File: src/rtl/vlut_prog_pkg.sv
// Shared definitions for the programmable value lookup table: default row
// contents, the restore FSM state encoding and the truncating default helper.
package vlut_prog_pkg;

  localparam int unsigned ZERO   = 0;
  localparam int unsigned ONE    = 1;
  localparam int unsigned THIRTY = 2;
  localparam int unsigned SIXTY  = 3;

  localparam int unsigned DEF_ZERO   = 0;
  localparam int unsigned DEF_ONE    = 1;
  localparam int unsigned DEF_THIRTY = 30;
  localparam int unsigned DEF_SIXTY  = 60;

  typedef enum logic {IDLE, SWEEP} state_t;

  // Power-on content of a row, reduced modulo 2**dw; rows past SIXTY are 0.
  function automatic int unsigned lut_default(input int unsigned row, input int unsigned dw);
    int unsigned v;
    case (row)
      ZERO:    v = DEF_ZERO;
      ONE:     v = DEF_ONE;
      THIRTY:  v = DEF_THIRTY;
      SIXTY:   v = DEF_SIXTY;
      default: v = 0;
    endcase
    if (dw < 32) v = v & ((32'd1 << dw) - 32'd1);
    return v;
  endfunction

endpackage

File: src/rtl/vlut_restore_fsm.sv
// Restore sequencer: walks ptr over every implemented row, one row per cycle,
// and tells the parent which row to reload with its default.
module vlut_restore_fsm
  import vlut_prog_pkg::*;
#(
  parameter int ADDR_W = 3,
  parameter int DEPTH  = 2**ADDR_W
) (
  input  logic              Clk,
  input  logic              Reset,
  input  logic              restore,
  output logic              busy,
  output logic              sw_en,
  output logic [ADDR_W-1:0] sw_row
);

  // ptr carries one extra bit so DEPTH == 2**ADDR_W never wraps.
  localparam logic [ADDR_W:0] LAST = (ADDR_W+1)'(DEPTH-1);

  state_t          state, state_nxt;
  logic [ADDR_W:0] ptr, ptr_nxt;

  // State, pointer and the registered busy flag.
  always_ff @(posedge Clk or posedge Reset) begin
    if (Reset) begin
      state <= IDLE;
      ptr   <= '0;
      busy  <= 1'b0;
    end else begin
      state <= state_nxt;
      ptr   <= ptr_nxt;
      busy  <= (state_nxt == SWEEP);
    end
  end

  // Next-state: restore is only looked at while idle; the sweep ends after
  // the edge that reloads the last implemented row.
  always_comb begin
    state_nxt = state;
    ptr_nxt   = ptr;
    sw_en     = 1'b0;
    sw_row    = ptr[ADDR_W-1:0];
    case (state)
      IDLE: begin
        if (restore) begin
          state_nxt = SWEEP;
          ptr_nxt   = '0;
        end
      end
      SWEEP: begin
        sw_en = 1'b1;
        if (ptr == LAST) begin
          state_nxt = IDLE;
          ptr_nxt   = '0;
        end else begin
          ptr_nxt = ptr + (ADDR_W+1)'(1);
        end
      end
      default: begin
        state_nxt = IDLE;
        ptr_nxt   = '0;
      end
    endcase
  end

endmodule

File: src/rtl/vlut_prog.sv
// Runtime-programmable row -> value table with a registered, write-first read
// port and a sequential restore-to-defaults sweep.
module vlut_prog
  import vlut_prog_pkg::*;
#(
  parameter int ADDR_W = 3,
  parameter int DATA_W = 8,
  parameter int DEPTH  = 2**ADDR_W
) (
  input  logic              Clk,
  input  logic              Reset,
  input  logic              RdEn,
  input  logic [ADDR_W-1:0] RdRow,
  output logic [DATA_W-1:0] Value,
  output logic              Valid,
  input  logic              WrEn,
  input  logic [ADDR_W-1:0] WrRow,
  input  logic [DATA_W-1:0] WrData,
  input  logic              Restore,
  output logic              Busy
);

  localparam int              NROWS   = 2**ADDR_W;
  localparam logic [ADDR_W:0] DEPTH_W = (ADDR_W+1)'(DEPTH);

  logic              sw_en;
  logic [ADDR_W-1:0] sw_row;
  logic              wr_ok;
  logic [DATA_W-1:0] rd_data;

  // Contents and defaults spread over the full pointer range; rows past
  // DEPTH read as constant 0 so any pointer value indexes safely.
  logic [DATA_W-1:0] rd_tab   [NROWS];
  logic [DATA_W-1:0] dflt_tab [NROWS];

  vlut_restore_fsm #(.ADDR_W(ADDR_W), .DEPTH(DEPTH)) u_fsm (
    .Clk     (Clk),
    .Reset   (Reset),
    .restore (Restore),
    .busy    (Busy),
    .sw_en   (sw_en),
    .sw_row  (sw_row)
  );

  // Host writes only land when idle, not racing a restore request, and in range.
  assign wr_ok = !Busy && WrEn && !Restore && ({1'b0, WrRow} < DEPTH_W);

  for (genvar r = 0; r < NROWS; r++) begin : g_row
    localparam logic [DATA_W-1:0] DFLT = DATA_W'(lut_default(r, DATA_W));
    if (r < DEPTH) begin : g_impl
      logic [DATA_W-1:0] q;
      // Row storage: reset and sweep reload the default, otherwise host write.
      always_ff @(posedge Clk or posedge Reset) begin
        if (Reset)                                       q <= DFLT;
        else if (sw_en && (sw_row == ADDR_W'(r)))        q <= DFLT;
        else if (wr_ok && (WrRow == ADDR_W'(r)))         q <= WrData;
      end
      assign rd_tab[r]   = q;
      assign dflt_tab[r] = DFLT;
    end else begin : g_none
      assign rd_tab[r]   = '0;
      assign dflt_tab[r] = '0;
    end
  end

  // Write-first bypass: a row being written this edge reads the new value.
  always_comb begin
    rd_data = rd_tab[RdRow];
    if (sw_en && (sw_row == RdRow))      rd_data = dflt_tab[RdRow];
    else if (wr_ok && (WrRow == RdRow))  rd_data = WrData;
  end

  // Read register: Valid pulses per read, Value holds between reads.
  always_ff @(posedge Clk or posedge Reset) begin
    if (Reset) begin
      Value <= '0;
      Valid <= 1'b0;
    end else begin
      Valid <= RdEn;
      if (RdEn) Value <= rd_data;
    end
  end

endmodule

File: config.mk
export PLATFORM = sky130hd
export DESIGN_NAME = vlut_prog
export DESIGN_NICKNAME = d
export VERILOG_FILES = /design/src/rtl/vlut_prog_pkg.sv /design/src/rtl/vlut_restore_fsm.sv /design/src/rtl/vlut_prog.sv
export SDC_FILE = /design/constraint.sdc
export NUM_CORES = 1
export LEC_CHECK = 0
export BUFFER_PORTS_ARGS = -buffer_cell sky130_fd_sc_hd__buf_2
export CORE_ASPECT_RATIO = 0.5
export CORE_MARGIN = 2
export CORE_UTILIZATION = 25
export DETAILED_ROUTE_END_ITERATION = 10
export PLACE_DENSITY_LB_ADDON = 0.08
export SYNTH_ARGS = -nofsm -noshare
export SYNTH_HDL_FRONTEND = slang
export SYNTH_SLANG_ARGS = --single-unit
File: constraint.sdc
create_clock -name Clk -period 3.81 [get_ports Clk]
set_input_delay 0.381 -clock Clk [delete_from_list [all_inputs] [get_ports Clk]]
set_output_delay 0.381 -clock Clk [all_outputs]
set_load 0.01 [all_outputs]
==> metrics.csv <==
stage,metric,value,unit
status,outcome,finished clean,
sta,setup_tns,0,ps
pwr,Max rail drop VDD,0.000187,V
pwr,PwrDens,562,nW/um^2
worst_setup_path,Crit path required time,4000,ps
routing,TritonRoute pass-1 iters,4,
placement,global placement routability congestion,0.790,
clock_network,post-CTS setup buffer count,0,
sta,fmax,0.388,GHz
placement,port buffer count,28,
die,Die ar.,17400,um^2
clock_network,CTS max path bufs,2,
logic_synthesis,Yosys warnings,0,
logic_synthesis,synth top area cells,"dfrtp_1 42%, mux4_2 8.8%, nand3_1 6.6%",
sta,fin. max-slew vios,0,
die,Chip Width,185,um
final_layout,"Design Area, Final",4680,um^2
pwr,leakage,0.00200,uW
routing,aggregate routed wire length,13.5,mm
sta,Slew @ Worst Pin,888,ps
clock_network,CTS resizes,0,
worst_setup_path,critical path arrival,2760,ps
hold_path,worst min-delay path class,in -> async,
clock_network,CTS Root Cell,clkbuf_16,
worst_setup_path,Worst setup SP type,flip-flop,
sta,Fin Clk Skew,8.07,ps
clock_network,clock sinks,78,
routing,Via Count,3252,
logic_synthesis,register area share after synthesis,48.1,%
sta,final worst path period share,67.6,%
logic_synthesis,"FFs w/ async S/R, synth",100,%
clock_network,H-tree depth,3,
routing,routed length per instance,21.1,um
grt,GR Util All Layers,16.9,%
worst_setup_path,reg2reg setup slack,1240,ps
clock_network,cts hold-fix bufs,0,
logic_synthesis,synthesized flop and latch total,78,
logic_synthesis,syn avg cell area,10.1,um^2
logic_synthesis,Post-Synthesis Cells,406,
job,max_cap viols,0,
worst_setup_path,crit path kind,reg -> reg,
logic_synthesis,top cell types by occurrence after synthesis,"69 x dfrtp_1, 66 x nand2_1, 54 x nand3_1",
clock_network,Num CTS Buffers,9,
logic_synthesis,commonest register cell after synthesis,dfrtp_1,
sta,Final Critical Period,2570,ps
worst_setup_path,RR Startpoint,u_fsm.busy$_DFF_PP0_,
clock_network,Worst-path clk slew,60,ps
clock_network,TritonCTS clock tree,built,
final_layout,post-route core utilization,29.8,%
logic_synthesis,top-count cell post-synth,dfrtp_1,
final_layout,number of diodes,0,
die,core area,15700,um^2
logic_synthesis,"EDFF count, synth",0,
logic_synthesis,Syn Nets,431,
worst_setup_path,crit-path max cell delay,900,ps
pwr,Power Total,2630,uW
routing,Vias/cell,5.07,
grt,global route overflow,0,
sta,unrepaired setup endpoints after global routing,no,
final_layout,Area Overhead vs Synth,14.7,%
worst_setup_path,CP max stage cell,nor4b_4,
grt,vias in the first global route,3295,
routing,DRC violations left,0,
die,Initial Util,26.0,%
worst_setup_path,FF-to-FF End,g_row[3].g_impl.q[6]$_DFFE_PP0P_,
routing,DR iter-0 viols,263,
grt,maximum number of pins on one net before global-route repair,45,
worst_setup_path,"critical path, cell by cell",nor4b_4 > and3_1 > mux2i_1 > a21oi_1,
clock_network,clk_lat worst skew,340,ps
placement,Post-DP Area,4380,um^2
die,die height,94.4,um
sta,Final Hold Vio Count,0,
logic_synthesis,post-synth top area share,42.3,%
final_layout,Final #Nets,440,
grt,first-pass GRT wire length,21.1,mm
logic_synthesis,area of the mapped netlist,4080,um^2
die,Rows,32,
sta,Relative slew margins,40.5,%
placement,post-DP HPWL,9.20,mm
worst_setup_path,worst r2r path cells,4,
logic_synthesis,Synth area leader,dfrtp_1,
final_layout,share of cells above drive strength 1,20.2,%
die,io pins,29,
worst_setup_path,CP Buf/Inv Count,0,
routing,Routed Antenna Nets,0,
worst_setup_path,stages on the worst setup path,4,
sta,# setup viols final,0,
worst_setup_path,CP max FO,22,
worst_setup_path,Crit path max-delay family,simple AND/OR/NAND/NOR gates,
grt,initial antenna violation count,0,
logic_synthesis,Synth cell types,34,
worst_setup_path,CP Capture Type,flip-flop,
sequential cells by signal (all words and copies together), names as in the netlist:
signal	cells
Value	8
u_fsm.busy	1
Valid	1
u_fsm.ptr	4
g_row.g_impl.q	64
metal layers:
| layer | routed length (um) | track usage, % |
|---|---|---|
| met5 | 0 | 0 |
| met4 | 197 | 4.56 |
| met3 | 791 | 4.36 |
| met2 | 6050 | 25.8 |
| met1 | 6470 | 23.8 |
area by class of cell:
type / instances / area (um^2)
Clock inverter: 5 / 58.8
Timing Repair Buffer: 34 / 185
Clock buffer: 11 / 243
Fill cell: 1660 / 11000
Multi-Input combinational cell: 283 / 1920
Inverter: 9 / 35.0
Tap cell: 221 / 277
Sequential cell: 78 / 1960
placed cells by master (no fill, tap or decap), types with 3 or more instances in the layout:
cell type	netlist	layout
o21ai_0	4	4
mux2i_1	25	25
a211oi_1	3	3
buf_4	4	6
inv_1	9	8
mux4_2	16	16
nor2_1	16	16
xnor2_1	6	6
dfstp_2	9	9
nand2_1	66	66
dfrtp_1	69	69
and3_1	5	5
nor2b_1	3	3
ha_1	6	6
clkbuf_16	0	9
nand3_1	54	54
nand4_1	3	3
buf_2	6	28
mux2_2	8	8
and2_1	4	4
a21oi_1	49	49
o22ai_1	3	3
cells by family (layout without fill, tap and decap cells):
| logic type | count (synthesis) | count (layout) | synth area share, % |
|---|---|---|---|
| compound gates | 63 | 63 | 8.30 |
| xor+xnor | 6 | 6 | 1.29 |
| fa+ha+maj | 6 | 6 | 1.84 |
| buf+inv | 45 | 59 | 4.87 |
| flops | 78 | 78 | 48.1 |
| mux | 49 | 49 | 17.2 |
| simple gates | 159 | 159 | 18.5 |
power by group:
group	total, uW	switching [uW]	internal [uW]
clock network	883	357	526
registers	1110	140	966
logic	642	410	232
metrics by stage:
step,setup slack (ps),instances,hold slack [ps]
final,1240,641,122
after floorplan,1450,406,412
after detailed placement,1210,625,480
after global routing,1030,641,158
after CTS,1200,641,142
after global placement,1190,625,478
worst reg2reg max path, cell delays in order, from the launching register on:
cell and delay (ps):
dfrtp_1 620, nor4b_4 910, and3_1 600, mux2i_1 250
a21oi_1 50
worst max-delay path by stage:
stage,to,startpoint,slack (ps)
2_1_floorplan,Valid$_DFF_PP0_,Reset,1450
3_3_place_gp,g_row[3].g_impl.q[6]$_DFFE_PP0P_,u_fsm.busy$_DFF_PP0_,1190
3_5_place_dp,g_row[3].g_impl.q[0]$_DFFE_PP0P_,u_fsm.busy$_DFF_PP0_,1210
4_1_cts,g_row[3].g_impl.q[6]$_DFFE_PP0P_,u_fsm.busy$_DFF_PP0_,1200
5_1_grt,g_row[3].g_impl.q[0]$_DFFE_PP0P_,u_fsm.busy$_DFF_PP0_,1030
6_report,g_row[3].g_impl.q[6]$_DFFE_PP0P_,u_fsm.busy$_DFF_PP0_,1240
Note: power is estimated with default switching activity, not from simulation.
